<file path="src/rtl/rally_pkg.sv">
// Shared rally game types and constants.
// Level encodings are common to the game-state FSM and the round timer.
package rally_pkg;

    typedef enum logic [1:0] {
        IDLE    = 2'd0,
        LOAD    = 2'd1,
        RUN     = 2'd2,
        EXPIRED = 2'd3
    } timer_state_t;

    localparam logic [1:0] LVL_NONE = 2'd0;
    localparam logic [1:0] LVL_1    = 2'd1;
    localparam logic [1:0] LVL_2    = 2'd2;
    localparam logic [1:0] LVL_3    = 2'd3;

    localparam int MAX_SECS = 99;

    // Splits a 0..99 value into {tens, ones}; used on constants only.
    function automatic logic [7:0] bin2bcd(input logic [6:0] v);
        logic [3:0] t;
        logic [3:0] o;
        t = 4'(v / 7'd10);
        o = 4'(v % 7'd10);
        return {t, o};
    endfunction

endpackage

</file>
<file path="src/rtl/round_timer_if.sv">
// Control/status bundle between the game-state FSM and the round timer.
// master = game FSM / HUD side, slave = timer.
interface round_timer_if;
    logic       game_active;
    logic [1:0] level_id;
    logic       pause;
    logic       time_out;
    logic [6:0] secs_left;
    logic [3:0] bcd_tens;
    logic [3:0] bcd_ones;
    logic       sec_tick;
    logic       warn;

    modport master (
        output game_active, level_id, pause,
        input  time_out, secs_left, bcd_tens,
        input  bcd_ones, sec_tick, warn
    );

    modport slave (
        input  game_active, level_id, pause,
        output time_out, secs_left, bcd_tens,
        output bcd_ones, sec_tick, warn
    );
endinterface

</file>
<file path="src/rtl/sec_prescaler.sv">
// Divides clk down to a one-second enable.
// tick is high on the enabled terminal-count cycle.
module sec_prescaler #(
    parameter int TICK_DIV = 50_000_000
) (
    input  logic clk,
    input  logic rst,
    input  logic clr,
    input  logic en,
    output logic tick
);
    localparam int W = $clog2(TICK_DIV);
    localparam logic [W-1:0] TC = W'(TICK_DIV - 1);

    logic [W-1:0] cnt_q;

    assign tick = en && (cnt_q == TC);

    // Count enabled cycles, wrap at terminal count, hold when disabled.
    always_ff @(posedge clk or posedge rst) begin
        if (rst) begin
            cnt_q <= '0;
        end else if (clr) begin
            cnt_q <= '0;
        end else if (en) begin
            cnt_q <= tick ? '0 : cnt_q + 1'b1;
        end
    end
endmodule

</file>
<file path="src/rtl/round_timer.sv">
// Per-round countdown: loads a level limit, counts seconds down,
// raises time_out at zero and exports binary + BCD remaining time.
module round_timer
    import rally_pkg::*;
#(
    parameter int TICK_DIV  = 50_000_000,
    parameter int L1_SECS   = 60,
    parameter int L2_SECS   = 45,
    parameter int L3_SECS   = 30,
    parameter int WARN_SECS = 10
) (
    input  logic          clk,
    input  logic          rst,
    round_timer_if.slave  bus
);
    localparam logic [6:0] LIM1 = 7'(L1_SECS);
    localparam logic [6:0] LIM2 = 7'(L2_SECS);
    localparam logic [6:0] LIM3 = 7'(L3_SECS);
    localparam logic [6:0] WLIM = 7'(WARN_SECS);
    localparam logic [7:0] BCD1 = bin2bcd(LIM1);
    localparam logic [7:0] BCD2 = bin2bcd(LIM2);
    localparam logic [7:0] BCD3 = bin2bcd(LIM3);

    timer_state_t state_q;
    timer_state_t state_d;

    logic [1:0] lvl_q;
    logic [6:0] secs_q;
    logic [3:0] tens_q;
    logic [3:0] ones_q;
    logic       to_q;
    logic       stick_q;

    logic [6:0] lim;
    logic [7:0] lim_bcd;
    logic       tick;
    logic       pre_en;
    logic       pre_clr;

    assign pre_en  = (state_q == RUN) && bus.game_active
                     && !bus.pause;
    assign pre_clr = (state_q == LOAD);

    sec_prescaler #(
        .TICK_DIV (TICK_DIV)
    ) u_pre (
        .clk  (clk),
        .rst  (rst),
        .clr  (pre_clr),
        .en   (pre_en),
        .tick (tick)
    );

    // Limit mux for the level captured when the round was started.
    always_comb begin
        lim     = '0;
        lim_bcd = '0;
        unique case (lvl_q)
            LVL_1: begin
                lim     = LIM1;
                lim_bcd = BCD1;
            end
            LVL_2: begin
                lim     = LIM2;
                lim_bcd = BCD2;
            end
            LVL_3: begin
                lim     = LIM3;
                lim_bcd = BCD3;
            end
            default: begin
                lim     = '0;
                lim_bcd = '0;
            end
        endcase
    end

    // State register.
    always_ff @(posedge clk or posedge rst) begin
        if (rst) begin
            state_q <= IDLE;
        end else begin
            state_q <= state_d;
        end
    end

    // Next-state logic; a falling game_active always wins over a tick.
    always_comb begin
        state_d = state_q;
        unique case (state_q)
            IDLE: begin
                if (bus.game_active && bus.level_id != LVL_NONE)
                    state_d = LOAD;
            end
            LOAD: begin
                state_d = RUN;
            end
            RUN: begin
                if (!bus.game_active)
                    state_d = IDLE;
                else if (tick && secs_q == 7'd1)
                    state_d = EXPIRED;
            end
            EXPIRED: begin
                if (!bus.game_active)
                    state_d = IDLE;
            end
            default: begin
                state_d = IDLE;
            end
        endcase
    end

    // Binary/BCD down-counter, time_out and tick pulse registers.
    always_ff @(posedge clk or posedge rst) begin
        if (rst) begin
            lvl_q   <= LVL_NONE;
            secs_q  <= '0;
            tens_q  <= '0;
            ones_q  <= '0;
            to_q    <= 1'b0;
            stick_q <= 1'b0;
        end else begin
            stick_q <= 1'b0;
            unique case (state_q)
                IDLE: begin
                    if (bus.game_active && bus.level_id != LVL_NONE)
                        lvl_q <= bus.level_id;
                end
                LOAD: begin
                    secs_q <= lim;
                    tens_q <= lim_bcd[7:4];
                    ones_q <= lim_bcd[3:0];
                    to_q   <= 1'b0;
                end
                RUN: begin
                    if (tick && secs_q != 7'd0) begin
                        stick_q <= 1'b1;
                        secs_q  <= secs_q - 7'd1;
                        if (ones_q == 4'd0) begin
                            ones_q <= 4'd9;
                            tens_q <= tens_q - 4'd1;
                        end else begin
                            ones_q <= ones_q - 4'd1;
                        end
                        if (secs_q == 7'd1)
                            to_q <= 1'b1;
                    end
                end
                EXPIRED: begin
                    secs_q <= '0;
                    tens_q <= '0;
                    ones_q <= '0;
                    to_q   <= bus.game_active;
                end
                default: begin
                    to_q <= 1'b0;
                end
            endcase
        end
    end

    assign bus.secs_left = secs_q;
    assign bus.bcd_tens  = tens_q;
    assign bus.bcd_ones  = ones_q;
    assign bus.time_out  = to_q;
    assign bus.sec_tick  = stick_q;
    assign bus.warn      = (state_q == RUN) && (secs_q != 7'd0)
                           && (secs_q <= WLIM);
endmodule

</file>
<file path="src/flat_wrapper.sv">
// flat-port wrapper written by rule: the top's interface ports become plain ports
module round_timer_flat import rally_pkg::*;
#(
    parameter int TICK_DIV  = 50_000_000,
    parameter int L1_SECS   = 60,
    parameter int L2_SECS   = 45,
    parameter int L3_SECS   = 30,
    parameter int WARN_SECS = 10
)
  (clk, rst, bus_game_active, bus_level_id, bus_pause, bus_time_out, bus_secs_left, bus_bcd_tens, bus_bcd_ones, bus_sec_tick, bus_warn);
  round_timer_if bus_i ();
  input  logic clk;
  input  logic rst;
  input wire logic [$bits(bus_i.game_active)-1:0] bus_game_active;
  input wire logic [$bits(bus_i.level_id)-1:0] bus_level_id;
  input wire logic [$bits(bus_i.pause)-1:0] bus_pause;
  output wire logic [$bits(bus_i.time_out)-1:0] bus_time_out;
  output wire logic [$bits(bus_i.secs_left)-1:0] bus_secs_left;
  output wire logic [$bits(bus_i.bcd_tens)-1:0] bus_bcd_tens;
  output wire logic [$bits(bus_i.bcd_ones)-1:0] bus_bcd_ones;
  output wire logic [$bits(bus_i.sec_tick)-1:0] bus_sec_tick;
  output wire logic [$bits(bus_i.warn)-1:0] bus_warn;
  assign bus_i.game_active = bus_game_active;
  assign bus_i.level_id = bus_level_id;
  assign bus_i.pause = bus_pause;
  assign bus_time_out = bus_i.time_out;
  assign bus_secs_left = bus_i.secs_left;
  assign bus_bcd_tens = bus_i.bcd_tens;
  assign bus_bcd_ones = bus_i.bcd_ones;
  assign bus_sec_tick = bus_i.sec_tick;
  assign bus_warn = bus_i.warn;
  round_timer #(.TICK_DIV(TICK_DIV), .L1_SECS(L1_SECS), .L2_SECS(L2_SECS), .L3_SECS(L3_SECS), .WARN_SECS(WARN_SECS)) u_core (.clk(clk), .rst(rst), .bus(bus_i));
endmodule
</file>
<file path="config.mk">
export PLATFORM = sky130hd
export DESIGN_NAME = round_timer_flat
export DESIGN_NICKNAME = d
export VERILOG_FILES = /design/src/rtl/rally_pkg.sv /design/src/rtl/round_timer_if.sv /design/src/rtl/sec_prescaler.sv /design/src/rtl/round_timer.sv /design/src/flat_wrapper.sv
export SDC_FILE = /design/constraint.sdc
export NUM_CORES = 1
export LEC_CHECK = 0
export CORE_MARGIN = 5
export CORE_UTILIZATION = 50
export CTS_CLUSTER_DIAMETER = 200
export CTS_CLUSTER_SIZE = 24
export DETAILED_ROUTE_END_ITERATION = 12
export GPL_ROUTABILITY_DRIVEN = 0
export PLACE_DENSITY = 0.7
export SYNTH_ARGS = -nofsm -noshare
export SYNTH_HDL_FRONTEND = slang
export SYNTH_SLANG_ARGS = --single-unit
</file>
<file path="constraint.sdc">
create_clock -name clk -period 3 [get_ports clk]
set_input_delay 0.45 -clock clk [delete_from_list [all_inputs] [get_ports clk]]
set_output_delay 0.45 -clock clk [all_outputs]
set_load 0.005 [all_outputs]
</file>
# ---- Word-level counts from Yosys, hierarchy flattened
# Cells that the tools add are included.
dict set report totals {
  reg_bits 47
  input_bits 6
  output_inout_bits 18
  wordCells 70
}
dict set report op_classes {
  add_sub_neg 4
  magnitude_cmp 1
  n_eq_ne 14
  n_mux 23
  n_reduce_logical 20
}
# cell count
set op_table {}
lappend op_table {{two-way mux 26 bit} 3}
lappend op_table {{case mux 7 bit (3 select lines)} 2}
lappend op_table {{adder 26 x 1 -> 26 bit, second input constant} 1}
lappend op_table {{== test 26 bit, second input constant} 1}
lappend op_table {{case mux 4 bit (3 select lines)} 2}
lappend op_table {{case mux 6 bit (3 select lines)} 1}
lappend op_table {{two-way mux 4 bit} 4}
lappend op_table {{AND reduction 3 bit} 3}
lappend op_table {{== test 2 bit, second input constant} 4}
lappend op_table {{logical AND 1 bit} 8}
lappend op_table {{two-way mux 2 bit} 4}
lappend op_table {{inequality test 2 bit, second input constant} 4}
lappend op_table {{case mux 2 bit (4 select lines)} 1}
lappend op_table {{subtractor 4 x 1 -> 4 bit, second input constant} 2}
lappend op_table {{== test 7 x 1 -> 1 bit, second input constant} 1}
lappend op_table {{less-or-equal comparator 7 x 4 -> 1 bit, second input constant} 1}
lappend op_table {{two-way mux 7 bit} 1}
lappend op_table {{nonzero test 7 bit} 1}
lappend op_table {{subtractor 7 x 1 -> 7 bit, second input constant} 1}
lappend op_table {{== test 2 x 1 -> 1 bit, second input constant} 2}
lappend op_table {{zero test 4 bit} 1}
lappend op_table {{two-way mux 1 bit} 4}
lappend op_table {{AND reduction 2 bit} 2}
lappend op_table {{nonzero test 2 bit} 2}
lappend op_table {{other kinds (6)} 6}

# ---- Depth between registers and ports, before layout
dict set report logic_depth {
  ltp_word 8
  depth_mapped 9
  ltp_nobuf 7
}

# ---- Hierarchy
# Synthesis repeated with hierarchy kept, for this count alone.
dict set report unflattened {
  hier_cells 303
  area_unflattened_um2 2792.7
}
# module n_inst cells_each area_per_inst_um2 seq_area_each_um2
set by_module_without_submodules {}
lappend by_module_without_submodules {sec_prescaler 1 156 1446.4 650.6}
lappend by_module_without_submodules {round_timer 1 147 1346.3 525.5}

# ---- Worst setup path after synthesis
# OpenSTA, ideal clock, no wires.
dict set report synth_path {
  kind {reg-to-reg}
  from {register u_core.u_pre.cnt_q[11]}
  to {register u_core.secs_q[3], in the netlist u_core.bus.secs_left[3]}
  setup_time_ns 0.132
  arrival_ns 2.241
  required_time_ns 2.868
  setup_slack_ns 0.627
  path_stages_with_launch 7
  n_path_buf 1
  period_less_slack_ns 2.373
  path_cell_list {dfrtp_1 -> or4_4 -> or4_4 -> nor4_4 -> buf_6 -> mux2i_1 -> o211ai_1}
}
dict set report synth_between {
  elab_chain_len 5
}
# element line
set synth_lines {}
lappend synth_lines {{start: declaration} sec_prescaler.sv:15} ;# logic [W-1:0] cnt_q;
lappend synth_lines {{start signal: assignment} sec_prescaler.sv:26} ;# cnt_q <= tick ? '0 : cnt_q + 1'b1;
lappend synth_lines {{== test 26 bit} sec_prescaler.sv:17} ;# assign tick = en && (cnt_q == TC);
lappend synth_lines {{logical AND 1 bit} sec_prescaler.sv:17}
lappend synth_lines {{logical AND 1 bit} round_timer.sv:137} ;# if (tick && secs_q != 7'd0) begin
lappend synth_lines {{inequality test 2 bit (no source line)} --}
lappend synth_lines {{AND reduction 2 bit (no source line)} --}
lappend synth_lines {{end signal: assignment} round_timer.sv:131} ;# secs_q <= lim;
lappend synth_lines {{end signal: assignment} round_timer.sv:139} ;# secs_q <= secs_q - 7'd1;
lappend synth_lines {{end: declaration} round_timer.sv:28} ;# logic [6:0] secs_q;
# No other way between the ends.
# A chain may end at the register's enable or synchronous reset.

# ---- Worst setup path in the final report
dict set report layout_path {
  from {register u_core.u_pre.cnt_q[11]}
  to {register u_core.u_pre.cnt_q[6]}
}
dict set report layout_between {
  elab_chain_len 5
}
# element line
set layout_lines {}
lappend layout_lines {{== test 26 bit} sec_prescaler.sv:17}
lappend layout_lines {{logical AND 1 bit} sec_prescaler.sv:17}
lappend layout_lines {{two-way mux 26 bit} sec_prescaler.sv:26}
lappend layout_lines {{two-way mux 26 bit} sec_prescaler.sv:25} ;# end else if (en) begin
lappend layout_lines {{two-way mux 26 bit} sec_prescaler.sv:23} ;# end else if (clr) begin
# No other way between the ends. The select of a mux whose other input is x is not followed.

==> impl_metrics.json <==
{
  "status": "finished, final reports clean",
  "reg2reg_slack_ns": 0.35,
  "cts_resized": 0,
  "drv_cap": 0,
  "fin_crit_sh_pct": 88.2,
  "io_pins": 24,
  "dp.cells": 401,
  "maxSlewViolCount": 0,
  "hold_class": "in2async",
  "cp.arrival_ns": 2.81,
  "antenna_cells": 0,
  "wl_um": 6340,
  "grt_use_met1_pct": 23.2,
  "core_area_sq_um": 5510,
  "cp_slowest_stage_delay_ns": 0.56,
  "clockBufferDepth": 2,
  "areaGrowthSynthToFinish_pct": 16.1,
  "grtUsageTotal_pct": 18.3,
  "fin_skew_ns": 0.00687,
  "fp.dieW_um": 85.2,
  "grt_pass1_vias": 2284,
  "ys_ff_latch": 47,
  "relSlewSlack_pct": 57.4,
  "setup_violations": 0,
  "final_cell_mix": "dfrtp_1, nor2_1, clkdlybuf4s50_1",
  "initial_utilization_pct": 51.4,
  "drt-pass1-iter-count": 4,
  "clock-sinks": 47,
  "clkTransAtPathRegs_ns": 0.09,
  "finalNetCount": 353,
  "syn_avg_cell_area_sq_um": 9.24,
  "use_met2_pct": 30.4,
  "crit_path_max_fanout": 18,
  "cts_tree": "built",
  "r2r_start": "u_core.u_pre.cnt_q[11]$_DFFE_PP0P_",
  "ys_seq_area_share_pct": 41.6,
  "grt_max_degree": 26,
  "async_flop_share_pct": 100,
  "synth-edff-count": 0,
  "layout-drive-gt1-share_pct": 11.0,
  "design_area_sq_um": 3280,
  "synth_ff_type": "dfrtp_1",
  "synthCells": 306,
  "cts_setup_buffers": 0,
  "place_hpwl_um": 4630,
  "period_needed_ns": 2.65,
  "clk_latency_ns": 0.30,
  "worstSetupPathType": "reg2reg",
  "vdd.ir_drop.worst_uv": 439,
  "gr-total-overflow": 0,
  "die_h_um": 85.2,
  "design.die.area_sq_um": 7260,
  "clockRootBuffer": "clkbuf_8",
  "crit_family": "simple AND/OR/NAND/NOR gates",
  "fmax_mhz": 378,
  "wire_per_inst_um": 15.5,
  "grt_pass1_wl_um": 10700,
  "reg2reg_depth": 5,
  "io_buffers": 23,
  "cp-start-kind": "register",
  "synth_nets": 323,
  "ys_types": 54,
  "gr-max-usage-layer": "met2",
  "vias_per_cell": 5.84,
  "worst-path-buf-inv": 0,
  "total_power_mw": 2.30,
  "reg2reg_to": "u_core.u_pre.cnt_q[6]$_DFFE_PP0P_",
  "synthesis.area_sq_um": 2830,
  "finalNonFillerCells": 409,
  "htree_levels": 2,
  "cts-buffers-inserted": 5,
  "worst_pin_slew_ns": 0.633,
  "route.antenna.remaining_nets": 0,
  "drt-initial-drc-count": 137,
  "critPathRequiredTime_ns": 3.17,
  "fp-row-count": 27,
  "drt_drc_violations_left": 0,
  "ctsHoldBuffers": 0,
  "placed_area_sq_um": 3170,
  "tns_ns": 0,
  "power_density_nw_per_um2": 702,
  "leakage_nw": 1.37,
  "layout_commonest_cell": "dfrtp_1",
  "grt_util_met3_pct": 3.59,
  "end_kind": "register",
  "dr_total_vias": 2389,
  "cp_cell_sequence": "or4_4 > or3_4 > or3_1 > o21ai_4 > nor2_1",
  "crit_path_top_delay_cell": "or4_4",
  "antenna_found_initial": 0,
  "hold_viol": 0,
  "rsz0062_at_grt": "no",
  "yosysWarnings": 0
}
==> power by group <==
part           internal, mW  leakage [nW]  total, mW  switching (mW)
clock network         0.270        0.0612      0.477           0.207
registers             0.738         0.624      0.850           0.112
logic                 0.439         0.683      0.977           0.537
total                  1.45          1.37       2.30           0.857
==> cells in the mapped netlist (2+ instances only) <==
library cell   n  area share [%]
mux2i_1        2            0.71
nor4_1         3            0.66
o31ai_1        2            0.53
a32o_1         2            0.71
xnor2_1        7             2.2
nor3_1        12             2.1
nand2_1       20             2.7
a211oi_1       4             1.1
o21ai_0       10             1.8
and3_1         6             1.3
buf_6          3             1.2
dfrtp_1       47              42
nor2_1        39             5.2
a21o_1         2            0.53
a31oi_1        4            0.88
nor3b_1        2            0.53
a211o_1        2            0.62
a31o_2         3            0.93
nor4_4         2             1.5
nand4_1       12             2.7
xor2_1        11             3.4
or3_1          5             1.1
clkbuf_1       5            0.66
or4_2          2            0.62
a21oi_1       12             2.1
and2_1         2            0.44
nor2b_1        6             1.3
inv_1         18             2.4
o311ai_0       3            0.93
nand3_1       22             3.9
ha_1          11             4.9
nand2b_1       2            0.44
or4_4          2            0.80
==> metal layers <==
layer,part of all wire (%),vias to the layer above
met1,46,1160
met5,0,-
li1,-,1166
met4,2.4,0
met3,3.6,12
met2,48,51
==> worst max path at each step <==
stage,startpoint,slack [ns],end,cells after the start
3_3_place_gp,bus_game_active,0.35,u_core.bus.secs_left[4]$_DFFE_PP0P_,7
2_1_floorplan,u_core.u_pre.cnt_q[11]$_DFFE_PP0P_,0.63,u_core.bus.secs_left[3]$_DFFE_PP0P_,6
5_1_grt,u_core.u_pre.cnt_q[11]$_DFFE_PP0P_,0.23,u_core.u_pre.cnt_q[6]$_DFFE_PP0P_,5
3_5_place_dp,bus_game_active,0.29,u_core.bus.secs_left[4]$_DFFE_PP0P_,7
6_report,u_core.u_pre.cnt_q[11]$_DFFE_PP0P_,0.35,u_core.u_pre.cnt_q[6]$_DFFE_PP0P_,5
4_1_cts,u_core.u_pre.cnt_q[11]$_DFFE_PP0P_,0.32,u_core.u_pre.cnt_q[9]$_DFFE_PP0P_,5
==> final cells by class <==
| cell class | instances | area (sq um) |
|---|---|---|
| Fill cell | 473 | 2220 |
| Multi-Input combinational cell | 232 | 1530 |
| Sequential cell | 47 | 1180 |
| Timing Repair Buffer | 32 | 298 |
| Tap cell | 72 | 90.1 |
| Clock buffer | 6 | 82.6 |
| Inverter | 18 | 67.6 |
| Clock inverter | 2 | 35.0 |
==> metrics by stage <==
stage,worst slack (ns),util [%],hold WS [ns]
2_1_floorplan,0.627,-,0.506
3_5_place_dp,0.291,57.5,0.538
4_1_cts,0.321,59.6,0.489
3_3_place_gp,0.350,57.5,0.519
6_report,0.354,59.6,0.492
5_1_grt,0.226,59.6,0.528
==> flip-flops by register name (all words and copies together) (netlist names) <==
name and flops:
u_core.bus.sec_tick 1, u_core.u_pre.cnt_q 26, u_core.bus.secs_left 7, u_core.bus.bcd_tens 4, u_core.bus.bcd_ones 4, u_core.state_q 2
u_core.bus.time_out 1, u_core.lvl_q 2
==> kinds of logic after synthesis <==
| logic type | after synthesis | share of synthesized area, % |
|---|---|---|
| and+or+nand+nor | 145 | 28.4 |
| muxes | 2 | 0.708 |
| adders and majority gates | 11 | 4.87 |
| DFF | 47 | 41.6 |
| AOI/OAI and AO/OA | 56 | 14.4 |
| buffers and inverters | 27 | 4.42 |
| xor gates and xnor gates | 18 | 5.57 |
Note: power is estimated with default switching activity, not from simulation.
